--- src/rtl/dmem_bridge_pkg.sv ---
// Shared types and constants for the data-memory bridge.
package dmem_bridge_pkg;

  typedef enum logic [1:0] {
    StIdle = 2'd0,
    StReq  = 2'd1,
    StResp = 2'd2
  } state_e;

  localparam logic [31:0] TimeoutRdata = 32'hDEAD_BEEF;

endpackage

--- src/rtl/dmem_bridge_if.sv ---
// Word-addressed memory bus between the bridge (master) and the memory slave.
interface dmem_bridge_if;
  logic        req;
  logic        we;
  logic [31:0] addr;
  logic [31:0] wdata;
  logic [3:0]  be;
  logic        ack;
  logic [31:0] rdata;

  modport master (output req, output we, output addr, output wdata, output be,
                  input ack, input rdata);
  modport slave  (input req, input we, input addr, input wdata, input be,
                  output ack, output rdata);
endinterface

--- src/rtl/dmem_bridge_bus_timeout.sv ---
// Bus wait counter: expires on the TIMEOUT_CYCLES-th enabled cycle after a clear.
module bus_timeout #(
  parameter int unsigned TIMEOUT_CYCLES = 255
) (
  input  logic i_clk,
  input  logic i_rst,
  input  logic i_enable,
  input  logic i_clear,
  output logic o_expired
);

  localparam int unsigned CntW = $clog2(TIMEOUT_CYCLES + 1);

  logic [CntW-1:0] r_count;

  always_ff @(posedge i_clk) begin
    if (i_rst || i_clear) begin
      r_count <= '0;
    end else if (i_enable && !o_expired) begin
      r_count <= r_count + 1'b1;
    end
  end

  assign o_expired = i_enable && (r_count == CntW'(TIMEOUT_CYCLES - 1));

endmodule

--- src/rtl/dmem_bridge.sv ---
// Core data port to single-outstanding memory bus bridge.
// Optional bus timeout enabled by defining DMEM_BRIDGE_TIMEOUT_EN.
module dmem_bridge
  import dmem_bridge_pkg::*;
#(
  parameter int unsigned TIMEOUT_CYCLES = 255
) (
  input  logic          i_clk,
  input  logic          i_rst,
  input  logic [31:0]   i_cpu_addr,
  input  logic          i_cpu_ren,
  input  logic          i_cpu_wen,
  input  logic [31:0]   i_cpu_wdata,
  input  logic [3:0]    i_cpu_be,
  output logic [31:0]   o_cpu_rdata,
  output logic          o_cpu_ready,
  output logic          o_bus_err,
  dmem_bridge_if.master io_bus
);

  state_e      r_state;
  logic        r_bus_req;
  logic        r_we;
  logic [31:0] r_addr;
  logic [31:0] r_wdata;
  logic [3:0]  r_be;
  logic [31:0] r_rdata;
  logic        r_bus_err;

  logic w_start;
  logic w_expired;
  logic w_unused_addr;

  assign w_start       = (r_state == StIdle) && (i_cpu_ren || i_cpu_wen);
  assign w_unused_addr = ^i_cpu_addr[1:0];

`ifdef DMEM_BRIDGE_TIMEOUT_EN
  bus_timeout #(
    .TIMEOUT_CYCLES (TIMEOUT_CYCLES)
  ) u_bus_timeout (
    .i_clk     (i_clk),
    .i_rst     (i_rst),
    .i_enable  (r_state == StReq),
    .i_clear   (w_start),
    .o_expired (w_expired)
  );
`else
  logic w_unused_timeout;
  assign w_unused_timeout = (TIMEOUT_CYCLES == 0);
  assign w_expired        = 1'b0;
`endif

  always_ff @(posedge i_clk) begin
    if (i_rst) begin
      r_state   <= StIdle;
      r_bus_req <= 1'b0;
      r_we      <= 1'b0;
      r_addr    <= '0;
      r_wdata   <= '0;
      r_be      <= '0;
      r_rdata   <= '0;
      r_bus_err <= 1'b0;
    end else begin
      unique case (r_state)
        StIdle: begin
          if (w_start) begin
            // A simultaneous load+store is issued as the store alone.
            r_state   <= StReq;
            r_bus_req <= 1'b1;
            r_we      <= i_cpu_wen;
            r_addr    <= {i_cpu_addr[31:2], 2'b00};
            r_wdata   <= i_cpu_wdata;
            r_be      <= i_cpu_wen ? i_cpu_be : 4'hF;
          end
        end
        StReq: begin
          if (io_bus.ack) begin
            r_state   <= StResp;
            r_bus_req <= 1'b0;
            if (!r_we) r_rdata <= io_bus.rdata;
          end else if (w_expired) begin
            r_state   <= StResp;
            r_bus_req <= 1'b0;
            r_bus_err <= 1'b1;
            if (!r_we) r_rdata <= TimeoutRdata;
          end
        end
        StResp: r_state <= StIdle;
        default: begin
          r_state   <= StIdle;
          r_bus_req <= 1'b0;
        end
      endcase
    end
  end

  assign o_cpu_ready  = ((r_state == StIdle) && !i_cpu_ren && !i_cpu_wen) || (r_state == StResp);
  assign o_cpu_rdata  = r_rdata;
  assign o_bus_err    = r_bus_err;
  assign io_bus.req   = r_bus_req;
  assign io_bus.we    = r_we;
  assign io_bus.addr  = r_addr;
  assign io_bus.wdata = r_wdata;
  assign io_bus.be    = r_be;

endmodule

--- src/flat_wrapper.sv ---
// flat-port wrapper written by rule: the top's interface ports become plain ports
module dmem_bridge_flat import dmem_bridge_pkg::*;
#(
  parameter int unsigned TIMEOUT_CYCLES = 255
)
  (i_clk, i_rst, i_cpu_addr, i_cpu_ren, i_cpu_wen, i_cpu_wdata, i_cpu_be, o_cpu_rdata, o_cpu_ready, o_bus_err, io_bus_req, io_bus_we, io_bus_addr, io_bus_wdata, io_bus_be, io_bus_ack, io_bus_rdata);
  dmem_bridge_if io_bus_i ();
  input  logic i_clk;
  input  logic i_rst;
  input  logic [31:0] i_cpu_addr;
  input  logic i_cpu_ren;
  input  logic i_cpu_wen;
  input  logic [31:0] i_cpu_wdata;
  input  logic [3:0] i_cpu_be;
  output logic [31:0] o_cpu_rdata;
  output logic o_cpu_ready;
  output logic o_bus_err;
  output wire logic [$bits(io_bus_i.req)-1:0] io_bus_req;
  output wire logic [$bits(io_bus_i.we)-1:0] io_bus_we;
  output wire logic [$bits(io_bus_i.addr)-1:0] io_bus_addr;
  output wire logic [$bits(io_bus_i.wdata)-1:0] io_bus_wdata;
  output wire logic [$bits(io_bus_i.be)-1:0] io_bus_be;
  input wire logic [$bits(io_bus_i.ack)-1:0] io_bus_ack;
  input wire logic [$bits(io_bus_i.rdata)-1:0] io_bus_rdata;
  assign io_bus_req = io_bus_i.req;
  assign io_bus_we = io_bus_i.we;
  assign io_bus_addr = io_bus_i.addr;
  assign io_bus_wdata = io_bus_i.wdata;
  assign io_bus_be = io_bus_i.be;
  assign io_bus_i.ack = io_bus_ack;
  assign io_bus_i.rdata = io_bus_rdata;
  dmem_bridge #(.TIMEOUT_CYCLES(TIMEOUT_CYCLES)) u_core (.i_clk(i_clk), .i_rst(i_rst), .i_cpu_addr(i_cpu_addr), .i_cpu_ren(i_cpu_ren), .i_cpu_wen(i_cpu_wen), .i_cpu_wdata(i_cpu_wdata), .i_cpu_be(i_cpu_be), .o_cpu_rdata(o_cpu_rdata), .o_cpu_ready(o_cpu_ready), .o_bus_err(o_bus_err), .io_bus(io_bus_i));
endmodule
--- config.mk ---
export PLATFORM = sky130hd
export DESIGN_NAME = dmem_bridge_flat
export DESIGN_NICKNAME = d
export VERILOG_FILES = /design/src/rtl/dmem_bridge_pkg.sv /design/src/rtl/dmem_bridge_if.sv /design/src/rtl/dmem_bridge_bus_timeout.sv /design/src/rtl/dmem_bridge.sv /design/src/flat_wrapper.sv
export SDC_FILE = /design/constraint.sdc
export NUM_CORES = 1
export LEC_CHECK = 0
export ABC_AREA = 1
export ABC_CLOCK_PERIOD_IN_PS = 1600
export CAP_MARGIN = 20
export CORE_MARGIN = 2
export CORE_UTILIZATION = 25
export CTS_CLUSTER_DIAMETER = 150
export DETAILED_ROUTE_END_ITERATION = 8
export HOLD_SLACK_MARGIN = 0.08
export PLACE_DENSITY = 0.61
export SLEW_MARGIN = 20
export SYNTH_ARGS = -nofsm -noshare
export SYNTH_HDL_FRONTEND = slang
export SYNTH_SLANG_ARGS = --single-unit
--- constraint.sdc ---
create_clock -name i_clk -period 1.6 [get_ports i_clk]
set_input_delay 0.32 -clock i_clk [delete_from_list [all_inputs] [get_ports i_clk]]
set_output_delay 0.32 -clock i_clk [all_outputs]
set_load 0.05 [all_outputs]
== After elaboration in Yosys (flattened, before gate mapping) ==
Index checks and enable logic that the tools add are counted.

* Add/sub/neg operators: 0
* $mul: 0
* Div/mod/pow operators: 0
* Magnitude comparators: 0
* Equal/unequal tests: 4
* Shift operators: 0
* Multiplexer cells: 7
* Bitwise gates (word level): 2
* Reductions and logical operators: 12

{| class="wikitable"
|+ Operators by type and width
! kind !! number
|-
| 3-bit AND reduction || 2
|-
| 2-bit 2-to-1 mux || 2
|-
| 4-bit 2-to-1 mux || 1
|-
| 2-bit one-hot mux with 2 select lines || 1
|-
| 2-bit AND reduction || 2
|-
| 1-bit logical AND || 3
|-
| 1-bit one-hot mux with 3 select lines || 1
|-
| 2-bit by 1-bit == test with 1-bit output, second input constant || 1
|-
| 2-bit == test, second input constant || 1
|-
| 1-bit zero test || 2
|-
| 2-bit zero test || 1
|-
| 1-bit logical OR || 2
|-
| 1-bit 2-to-1 mux || 2
|-
| 2-bit by 1-bit inequality test with 1-bit output, second input constant || 1
|-
| 2-bit inequality test, second input constant || 1
|-
| 1-bit NOT || 2
|}

* Register bits: 102
* Latch bits: 0
* RAM bits: 0
* Memory bits (read-only): 0
* Bits of input ports: 105
* Output and inout port bits: 104
* Word-level logic and storage cells: 32
* Memories: 0

== Depth between registers and ports, before layout ==
* Depth in word-level cells: 4
* Mapped depth: 7
* Depth with buffers taken out: 6

== Worst setup path after synthesis ==
No wires, ideal clock.

* Kind: in2out
* Start: in i_cpu_ren
* End: out o_cpu_ready
* Arrival time: 1.484 ns
* Data required time: 1.280 ns
* Path slack: -0.204 ns
* Stages on the path: 4
* Path buffers: 1
* Cells stage by stage: inv_1 -> nand2_2 -> clkbuf_1 -> a21oi_1

* Cells in the longest elaborated chain, start to end: 4

{| class="wikitable"
|+ RTL lines
! item !! line !! RTL
|-
| start: declaration || flat_wrapper.sv:11 || <nowiki>input logic i_cpu_ren;</nowiki>
|-
| 1-bit zero test || dmem_bridge.sv:97 || <nowiki>assign o_cpu_ready = ((r_state == StIdle) && !i_cpu_ren && !i_cpu_wen) || (r_state == StResp);</nowiki>
|-
| 1-bit logical AND (2 in a row) || dmem_bridge.sv:97 ||
|-
| 1-bit logical OR || dmem_bridge.sv:97 ||
|-
| end: declaration || flat_wrapper.sv:16 || <nowiki>output logic o_cpu_ready;</nowiki>
|}

Every way passes these cells.

== Worst setup path after layout ==
* Start: in i_cpu_wen
* End: out o_cpu_ready

* Cells in the longest elaborated chain, start to end: 3

{| class="wikitable"
|+ RTL lines
! item !! line !! RTL
|-
| start: declaration || flat_wrapper.sv:12 || <nowiki>input logic i_cpu_wen;</nowiki>
|-
| 1-bit zero test || dmem_bridge.sv:97 ||
|-
| 1-bit logical AND || dmem_bridge.sv:97 ||
|-
| 1-bit logical OR || dmem_bridge.sv:97 ||
|}

Every way passes these cells.

==> run_results.csv <==
group,metric,value,unit
outcome,status,"finished, final reports clean",
floorplan,core_area,16600,µm²
floorplan,floorplan.initialDensity,25.7,%
clock_tree,ctsHoldBuffers,0,
floorplan,die_w,135,µm
floorplan,die_h,135,µm
route,wl_met2,5.85,mm
route,routedWlPerCell,12.6,µm
global_routing,grt_pass1_wl,20.1,mm
timing,finalCritPeriodShare,97.0,%
worst_hold_path,hold_end,"u_core.io_bus.wdata[5]$_SDFFE_PP0P_",
global_routing,grt_pass1_vias,3846,
layout,drive_above_1_share,19.1,%
power,clock_power_share,30.0,%
timing,fin_skew,8.23,ps
worst_setup_path,r2r-end,"u_core.o_cpu_rdata[3]$_SDFFE_PP0P_",
yosys,synthArstFlopShare,0,%
power,p_per_area,1130,nW/µm²
worst_hold_path,holdPathStages,2,
route,route.detailed.drc,0,
worst_setup_path,critPathLaunch,"i_cpu_wen",
route,first_iter_violations,119,
power,power.internal,0.00494,W
clock_tree,htreeDepth,3,
worst_setup_path,r2r_start,"u_core.r_state[0]$_SDFFE_PP0P_",
place,port_buffers,203,
clock_tree,cts_buffer_depth,2,
timing,rsz0062_at_grt,"no",
layout,fin_nets,900,
yosys,syn_area,4270,µm²
clock_tree,postCtsSetupBuffers,0,
yosys,syn_avg_cell_area,7.16,µm²
timing,max_freq,644,MHz
worst_setup_path,startpoint_type,"input port",
layout,syn_to_final_growth,57.9,%
route,top_layer,"met4",
global_routing,grt_usage,14.0,%
worst_setup_path,worstRegToRegCells,5,
worst_setup_path,worstPathRequired,1280,ps
timing,min_period,1550,ps
route,detail_route.wirelength.met1,5.38,mm
clock_tree,numCtsBuffers,9,
yosys,post-synth-top-count-cell,"nor2_1",
route,viasPerCell,4.16,
yosys,synth_cell_types,21,
power,p_seq_share,38.3,%
route,ant_nets,0,
timing,slew_viol_final,0,
worst_hold_path,min_from,"u_core.io_bus.wdata[5]$_SDFFE_PP0P_",
yosys,syn_inst,597,
power,combPwrFrac,31.8,%
global_routing,grt_max_degree,48,
power,power.leakage,3.20,nW
yosys,yosysTopAreaCell,"dfxtp_1",
worst_setup_path,worstPathArrival,1230,ps
route,met3WireLength,1.47,mm
global_routing,grt_overflow_total,0,
clock_tree,cts_tree,"done",
yosys,yosys-top-cells-area,"dfxtp_1, nor2_1, nand3b_1, nand2_1, nand3_1",
yosys,yosysTopAreaCellShare,47.8,%
floorplan,die_area,18200,µm²
clock_tree,clkTransAtPathRegs,70,ps
yosys,synth_flop_cell,"dfxtp_1",
layout,instances_no_fill,1020,
route,totalWireLength,12.8,mm
worst_setup_path,ff2ff_setup_slack,380,ps
worst_setup_path,critPathCaptureType,"output port",
run,maxCapViolCount,0,
clock_tree,cts.root.buffer_cell,"clkbuf_16",
yosys,synth_edf_count,0,
route,dr.pass1.iters,4,
place,dpl.hpwl,9.06,mm
worst_hold_path,min_path_type,"reg2reg",
layout,antenna_cells,0,
clock_tree,cts_sinks,102,
timing,setup_tns,0,ps
yosys,yosysSeqAreaShare,47.8,%
place,placed_cells,1004,
floorplan,row_count,47,
global_routing,antenna_found_initial,0,
place,place_congestion,0.712,
yosys,ys_ff_latch,102,
yosys,yosys_warnings,0,
power,power_switching,0.00268,W
worst_setup_path,crit_type,"in2out",
timing,setup_viol,0,
timing,hold_viol_final,0,
power,swShare,35.2,%
route,vias,4246,
power,vdd_ir_drop_max,0.536,mV
clock_tree,clk_latency,350,ps
floorplan,io_pins,209,
yosys,synth_commonest_cells,"nor2_1, nand2_1, dfxtp_1",
worst_setup_path,worst-path-max-fanout,5,
critical path, stage by stage:
cell	delay, ps
clkdlybuf4s50_1	430
inv_2	80
nand2_4	90
a21oi_4	150
buf_12	150
flip-flops by register name, indices dropped and copies added, names as in the netlist:
| register | flops |
|---|---|
| u_core.o_cpu_rdata | 32 |
| u_core.io_bus.we | 1 |
| u_core.r_state | 2 |
| u_core.io_bus.addr | 30 |
| u_core.io_bus.req | 1 |
| u_core.io_bus.be | 4 |
| u_core.io_bus.wdata | 32 |
per-layer routing:
metal / track usage [%] / vias up
met5: 0 / -
met4: 3.45 / 0
met3: 7.02 / 7
met2: 22.7 / 144
met1: 16.5 / 1878
li1: - / 2217
placed cells by master, fill, tap and decap left out, drive strengths merged:
cell / synthesis / routed
conb: 1 / 3
inv: 44 / 45
bufinv: 0 / 1
clkdlybuf4s50: 0 / 102
dfxtp: 102 / 102
nand3b: 62 / 62
clkbuf: 12 / 10
nand3: 33 / 33
clkinv: 0 / 3
nor2: 200 / 200
a21oi: 4 / 4
nand2: 107 / 107
buf: 28 / 123
o21ai: 1 / 1
clkinvlp: 0 / 1
nor3: 1 / 1
nand4: 2 / 2
timing repair:
action,in CTS,in global routing
endpoints found under the setup margin,1,1
endpoints found under the hold margin,0,0
pin swaps,1,1
cloned,0,0
resized for setup,3,2
worst max path at each step:
stage                        to  slack, ps  cells after the start
floorplan           o_cpu_ready         60                      4
global placement    o_cpu_ready        -30                      5
detailed placement  o_cpu_ready        -30                      5
CTS                 o_cpu_ready          5                      5
global route        o_cpu_ready         10                      5
finish              o_cpu_ready         50                      5
logic make-up after synthesis:
group	after synthesis	synth area share [%]
simple gates	405	42.8
buf+inv	84	8.78
other cells	1	0.0877
compound gates	5	0.585
flops	102	47.8
power by group through the flow:
| stage | logic, W | clock network [W] | registers [W] |
|---|---|---|---|
| after floorplan | 0.000706 | 0 | 0.00381 |
| after global placement | 0.00244 | 0 | 0.00297 |
| after detailed placement | 0.00244 | 0 | 0.00298 |
| after CTS | 0.00245 | 0.00239 | 0.00292 |
| after global routing | 0.00261 | 0.00249 | 0.00295 |
| final | 0.00242 | 0.00228 | 0.00292 |
area by class of cell:
class | count | area [µm²]
Clock buffer | 10 | 239
Clock inverter | 6 | 68.8
Fill cell | 1782 | 9890
Inverter | 44 | 169
Multi-Input combinational cell | 413 | 1880
Sequential cell | 102 | 2040
Tap cell | 220 | 275
Timing Repair Buffer | 225 | 2070
stage by stage:
stage	hold WS (ps)	power (W)	cell area, µm²	util [%]	setup WS, ps
floorplan	389	0.00452	4290	-	56.4
finish	483	0.00763	6750	40.5	47.4
global placement	463	0.00541	6430	38.6	-26.3
detailed placement	473	0.00542	6430	38.6	-26.9
global route	503	0.00804	6750	40.5	11.9
CTS	487	0.00776	6750	40.5	4.88
Power figures use the tool's default switching activity.
